===== src/rtl/cpu68k_bus_master.sv =====
`default_nettype none
// ============================================================================
// Module   : cpu68k_bus_master
// Purpose  : Initiator for the 68k-style peripheral bus. Accepts single-byte
//            read/write requests on a valid/ready port, sequences CS, DS, RW
//            and the 8-bit data bus, waits for the active-low DTACK and
//            returns read data or a timeout error on a one-cycle strobe.
// Ports    : clk, rst_n              - clock, async active-low reset
//            req_valid/req_ready     - request handshake (ready only in IDLE)
//            req_rw, req_wdata       - request type (1=read) and write byte
//            rsp_valid/rsp_rdata/rsp_err - one-cycle response
//            cs, ds, rw, data_out, data_oe - bus outputs (all registered)
//            data_in, dtack_n        - bus inputs from the responder
// Revision : 1.0 - initial release
// ============================================================================
module cpu68k_bus_master #(
    parameter int SETUP_CYCLES   = 1,
    parameter int TIMEOUT_CYCLES = 255
) (
    input  logic       clk,
    input  logic       rst_n,
    input  logic       req_valid,
    output logic       req_ready,
    input  logic       req_rw,
    input  logic [7:0] req_wdata,
    output logic       rsp_valid,
    output logic [7:0] rsp_rdata,
    output logic       rsp_err,
    output logic       cs,
    output logic       ds,
    output logic       rw,
    output logic [7:0] data_out,
    output logic       data_oe,
    input  logic [7:0] data_in,
    input  logic       dtack_n
);

    // One counter serves both SETUP and the STROBE/RELEASE timeouts, so it
    // is sized for whichever limit is larger.
    localparam int c_TO_W  = $clog2(TIMEOUT_CYCLES + 1);
    localparam int c_SU_W  = $clog2(SETUP_CYCLES + 1);
    localparam int c_CNT_W = (c_TO_W > c_SU_W) ? c_TO_W : c_SU_W;

    localparam logic [c_CNT_W-1:0] c_CNT_ZERO = '0;
    localparam logic [c_CNT_W-1:0] c_CNT_ONE  = c_CNT_W'(1);
    localparam logic [c_CNT_W-1:0] c_SU_LAST  = c_CNT_W'(SETUP_CYCLES - 1);
    localparam logic [c_CNT_W-1:0] c_TO_LAST  = c_CNT_W'(TIMEOUT_CYCLES - 1);

    typedef enum logic [1:0] {
        ST_IDLE    = 2'd0,
        ST_SETUP   = 2'd1,
        ST_STROBE  = 2'd2,
        ST_RELEASE = 2'd3
    } state_t;

    state_t             state_q,     state_d;
    logic [c_CNT_W-1:0] cnt_q,       cnt_d;
    logic               cs_q,        cs_d;
    logic               ds_q,        ds_d;
    logic               rw_q,        rw_d;
    logic [7:0]         data_out_q,  data_out_d;
    logic               data_oe_q,   data_oe_d;
    logic               rsp_valid_q, rsp_valid_d;
    logic [7:0]         rsp_rdata_q, rsp_rdata_d;
    logic               rsp_err_q,   rsp_err_d;

    always_ff @(posedge clk or negedge rst_n) begin
        if (!rst_n) begin
            state_q     <= ST_IDLE;
            cnt_q       <= c_CNT_ZERO;
            cs_q        <= 1'b0;
            ds_q        <= 1'b0;
            rw_q        <= 1'b1;
            data_out_q  <= 8'h00;
            data_oe_q   <= 1'b0;
            rsp_valid_q <= 1'b0;
            rsp_rdata_q <= 8'h00;
            rsp_err_q   <= 1'b0;
        end else begin
            state_q     <= state_d;
            cnt_q       <= cnt_d;
            cs_q        <= cs_d;
            ds_q        <= ds_d;
            rw_q        <= rw_d;
            data_out_q  <= data_out_d;
            data_oe_q   <= data_oe_d;
            rsp_valid_q <= rsp_valid_d;
            rsp_rdata_q <= rsp_rdata_d;
            rsp_err_q   <= rsp_err_d;
        end
    end

    always_comb begin
        state_d     = state_q;
        cnt_d       = cnt_q;
        cs_d        = cs_q;
        ds_d        = ds_q;
        rw_d        = rw_q;
        data_out_d  = data_out_q;
        data_oe_d   = data_oe_q;
        // Response fields are a pure one-cycle pulse: zero unless set below.
        rsp_valid_d = 1'b0;
        rsp_rdata_d = 8'h00;
        rsp_err_d   = 1'b0;

        case (state_q)
            ST_IDLE: begin
                if (req_valid) begin
                    cs_d       = 1'b1;
                    ds_d       = 1'b0;
                    rw_d       = req_rw;
                    data_out_d = req_rw ? 8'h00 : req_wdata;
                    data_oe_d  = ~req_rw;
                    cnt_d      = c_CNT_ZERO;
                    state_d    = ST_SETUP;
                end
            end

            ST_SETUP: begin
                if (cnt_q == c_SU_LAST) begin
                    ds_d    = 1'b1;
                    cnt_d   = c_CNT_ZERO;
                    state_d = ST_STROBE;
                end else begin
                    cnt_d = cnt_q + c_CNT_ONE;
                end
            end

            ST_STROBE: begin
                // DTACK is tested first so an ack on the final timeout edge
                // completes normally instead of raising an error.
                if (!dtack_n || (cnt_q == c_TO_LAST)) begin
                    rsp_valid_d = 1'b1;
                    rsp_err_d   = dtack_n;
                    rsp_rdata_d = (!dtack_n && rw_q) ? data_in : 8'h00;
                    cs_d        = 1'b0;
                    ds_d        = 1'b0;
                    data_oe_d   = 1'b0;
                    data_out_d  = 8'h00;
                    cnt_d       = c_CNT_ZERO;
                    state_d     = ST_RELEASE;
                end else begin
                    cnt_d = cnt_q + c_CNT_ONE;
                end
            end

            ST_RELEASE: begin
                // Wait for the responder to let go of DTACK, but never hang on
                // a stuck-low DTACK; that case is silently abandoned.
                if (dtack_n || (cnt_q == c_TO_LAST)) begin
                    rw_d    = 1'b1;
                    state_d = ST_IDLE;
                end else begin
                    cnt_d = cnt_q + c_CNT_ONE;
                end
            end

            default: begin
                state_d = ST_IDLE;
            end
        endcase
    end

    assign req_ready = (state_q == ST_IDLE);
    assign rsp_valid = rsp_valid_q;
    assign rsp_rdata = rsp_rdata_q;
    assign rsp_err   = rsp_err_q;
    assign cs        = cs_q;
    assign ds        = ds_q;
    assign rw        = rw_q;
    assign data_out  = data_out_q;
    assign data_oe   = data_oe_q;

endmodule
`default_nettype wire


===== config.mk =====
export PLATFORM = sky130hd
export DESIGN_NAME = cpu68k_bus_master
export DESIGN_NICKNAME = d
export VERILOG_FILES = /design/src/rtl/cpu68k_bus_master.sv
export SDC_FILE = /design/constraint.sdc
export NUM_CORES = 1
export LEC_CHECK = 0
export ABC_CLOCK_PERIOD_IN_PS = 4900
export CORE_MARGIN = 2
export CORE_UTILIZATION = 53
export CTS_BUF_LIST = sky130_fd_sc_hd__clkbuf_8
export DETAILED_ROUTE_END_ITERATION = 6
export GPL_ROUTABILITY_DRIVEN = 0
export PLACE_DENSITY = 0.95
export SLEW_MARGIN = 15
export SYNTH_ARGS = -nofsm -noshare
export SYNTH_HDL_FRONTEND = slang
export SYNTH_SLANG_ARGS = --single-unit

===== constraint.sdc =====
create_clock -name clk -period 4.9 [get_ports clk]
set_input_delay 0.98 -clock clk [delete_from_list [all_inputs] [get_ports clk]]
set_output_delay 0.98 -clock clk [all_outputs]
set_load 0.01 [all_outputs]

==> impl_results.md <==
- R2r endpoint: state_q[1]$_DFFE_PN0P_
- Clk_lat worst skew: 0.29 ns
- H-tree depth: 2
- Post-synth top area share: 49.32%
- Slew headroom: 44.32%
- Fin Hold WS: 0.4878 ns
- Port Buf Inserts: 43
- Design Power: 0.5198 mW
- Critical Path RT: 3.92 ns
- Fin area: 0.002113 mm2
- Kind of critical path: reg2out
- Syn Area/Cell: 11.23 um2
- RSZ-0062 raised after global routing: false
- Commonest non-fill, non-tap cell in the layout: clkdlybuf4s50_1
- Worst-margin pin slew: 0.8330 ns
- Leakage: 0.9352 nW
- Clk root buf: clkbuf_8
- Power per Cell Area: 245.9 mW/mm2
- Initial antenna violation count: 0
- Post-synth EDFFs: 0
- Ys flop type: dfrtp_1
- Clock Pin Slew Worst Setup and Hold Paths: 0.06 ns
- Vias/cell: 5.812
- Synth warnings: 0
- Effective utilization at floorplan: 56.55%
- Sum Neg Setup Slack: 0 ns
- Final nets: 214
- DR vias: 1267
- # diodes: 0
- Worst hold start: data_oe$_DFFE_PN0P_
- WL/cell: 16.50 um
- Routed Wire Length: 3598 um
- Seq cells post-synth: 32
- Worst path slowest cell: clkdlybuf4s50_1
- Resized cells post-CTS: 0
- Largest net degree at the start of global routing: 33
- Drt first pass iters: 4
- HPWL Detailed: 2655 um
- CP Launch Type: flip-flop
- Most frequent cells in the layout: clkdlybuf4s50_1, dfrtp_1, inv_1, nand2_1, and2_1
- Worst vdd ir: 0.2979 mV
- Row Count: 19
- Hold Path Sink: data_oe$_DFFE_PN0P_
- Fin crit period: 2.688 ns
- Worst R2R Setup Slack: 2.78 ns
- Crit path arrival time: 1.71 ns
- Overall Global Routing Usage: 23.70%
- Setup violations, final: 0
- Area Growth Syn to Fin: 34.37%
- Synth Instances: 140
- Crit-path cells: inv_1, ha_1, clkdlybuf4s50_1
- Final Hold Viols: 0
- Syn_nets: 168
- First-pass GRT wire length: 5927 um
- Top Ports: 44
- Peak fanout along the critical path: 7
- Setup crit end kind: primary output
- Full die area: 0.003419 mm2
- Fin crit share: 54.85%
- Delay of the slowest cell on the worst path: 0.59 ns
- Core box area: 0.002781 mm2
- Die span in x: 58.48 um
- Die height: 58.48 um
- F_max: 372.1 MHz
- Initial DRC count: 48
- Leading area contributor after synthesis: dfrtp_1
- Hold Crit Depth: 1
- R2R Path Start: state_q[1]$_DFFE_PN0P_
- Slew Limit Fails: 0
- Routed Antenna Nets: 0
- CTS buffer count: 5
- Placed cell areas: 0.002013 mm2
- R2R depth: 6
- Vias in the first global route: 1222
- Hold/Removal Path Class: reg2reg
- Seq/Total Area, Yosys: 50.99%
- Congestion Overflow GR: 0
- Filler cell count: 181
- Clock buffer depth: 2
- # Max-Cap Violations: 0
- Setup bufs post-CTS: 0
- Library cells used by synthesis: 42
- DR DRC count: 0
- Clock tree from TritonCTS: built
- Area contributors post-synth: dfrtp_1, ha_1, a22o_1
- Util after Layout: 75.98%
- Hold buffer count at cts: 0
- Layout cells sized above 1: 8.556%
- Num Clock Sinks: 32
- Outcome: finished, final reports clean
- Max Clock Skew: 0.007867 ns
- Cell area after synthesis: 0.001573 mm2
- Post-synth ARST share: 100.0%
==> cell type report <==
cell class                 instances  area (um2)  area share [%]
inverter                           9       33.78           1.599
tap                               31       38.79           1.835
clock inverter                     1       3.754          0.1776
sequential                        32       802.0           37.95
timing repair buffer              44       437.9           20.72
clock buffer                       7       96.34           4.559
multi-input combinational         94       700.7           33.16
==> Yosys cell counts (2+ instances only) <==
cell / n
dfrtp_1: 31
and2_1: 9
inv_1: 9
nand2_1: 9
a22o_1: 8
ha_1: 7
nor2_1: 6
a21oi_1: 5
a211oi_1: 4
and3_1: 4
o21ai_0: 4
nand2b_1: 3
nand4_1: 3
o31ai_1: 3
a31oi_1: 2
and4_1: 2
buf_2: 2
buf_6: 2
nand3_1: 2
o211ai_1: 2
o311ai_0: 2
==> logic make-up after synthesis <==
| logic type | share of synthesized area [%] |
|---|---|
| and+or+nand+nor | 16.79 |
| AOI/OAI and AO/OA | 20.05 |
| DFF | 50.99 |
| buffers and inverters | 4.455 |
| adders and majority gates | 5.569 |
| muxes | 1.591 |
| xor gates and xnor gates | 0.5570 |
==> critical path: cells and delay by family (launching register included) <==
family                     cells  cell delay (ns)
buffers and inverters          2             0.71
DFF                            1             0.40
adders and majority gates      1             0.31
==> layer usage <==
metal  vias up  wire length (um)  track usage (%)
li1        606                 -                -
met4         0                93            10.96
met3        10               186            6.154
met2        45              1933            39.97
met1       606              1384            28.30
met5         -                 0                0
==> state kept, by name, indices dropped and copies added, names as in the netlist <==
register and count:
rsp_err 1, rsp_rdata 8, rsp_valid 1, state_q 2, data_out 8, data_oe 1
cnt_q 8, cs 1, ds 1, rw 1
==> worst max-delay path by stage <==
stage               slack [ns]                    from  depth (start not counted)                     end
global route              2.11  state_q[1]$_DFFE_PN0P_                          3               req_ready
finish                    2.21  state_q[0]$_DFFE_PN0P_                          3               req_ready
CTS                       2.21  state_q[0]$_DFFE_PN0P_                          3               req_ready
floorplan                 2.83                 dtack_n                          4  state_q[1]$_DFFE_PN0P_
global placement          2.24                 dtack_n                          5  state_q[1]$_DFFE_PN0P_
detailed placement        2.20                 dtack_n                          5  state_q[1]$_DFFE_PN0P_
==> stage by stage <==
stage / instances / worst slack (ns)
6_report: 218 / 2.212
5_1_grt: 218 / 2.109
4_1_cts: 218 / 2.209
3_5_place_dp: 210 / 2.202
3_3_place_gp: 210 / 2.240
2_1_floorplan: 140 / 2.827
==> power breakdown <==
group | total [mW] | switching [mW] | internal [mW]
registers | 0.270 | 0.00209 | 0.268
logic | 0.0349 | 0.0120 | 0.0230
clock network | 0.215 | 0.0889 | 0.126
Power figures use the tool's default switching activity.
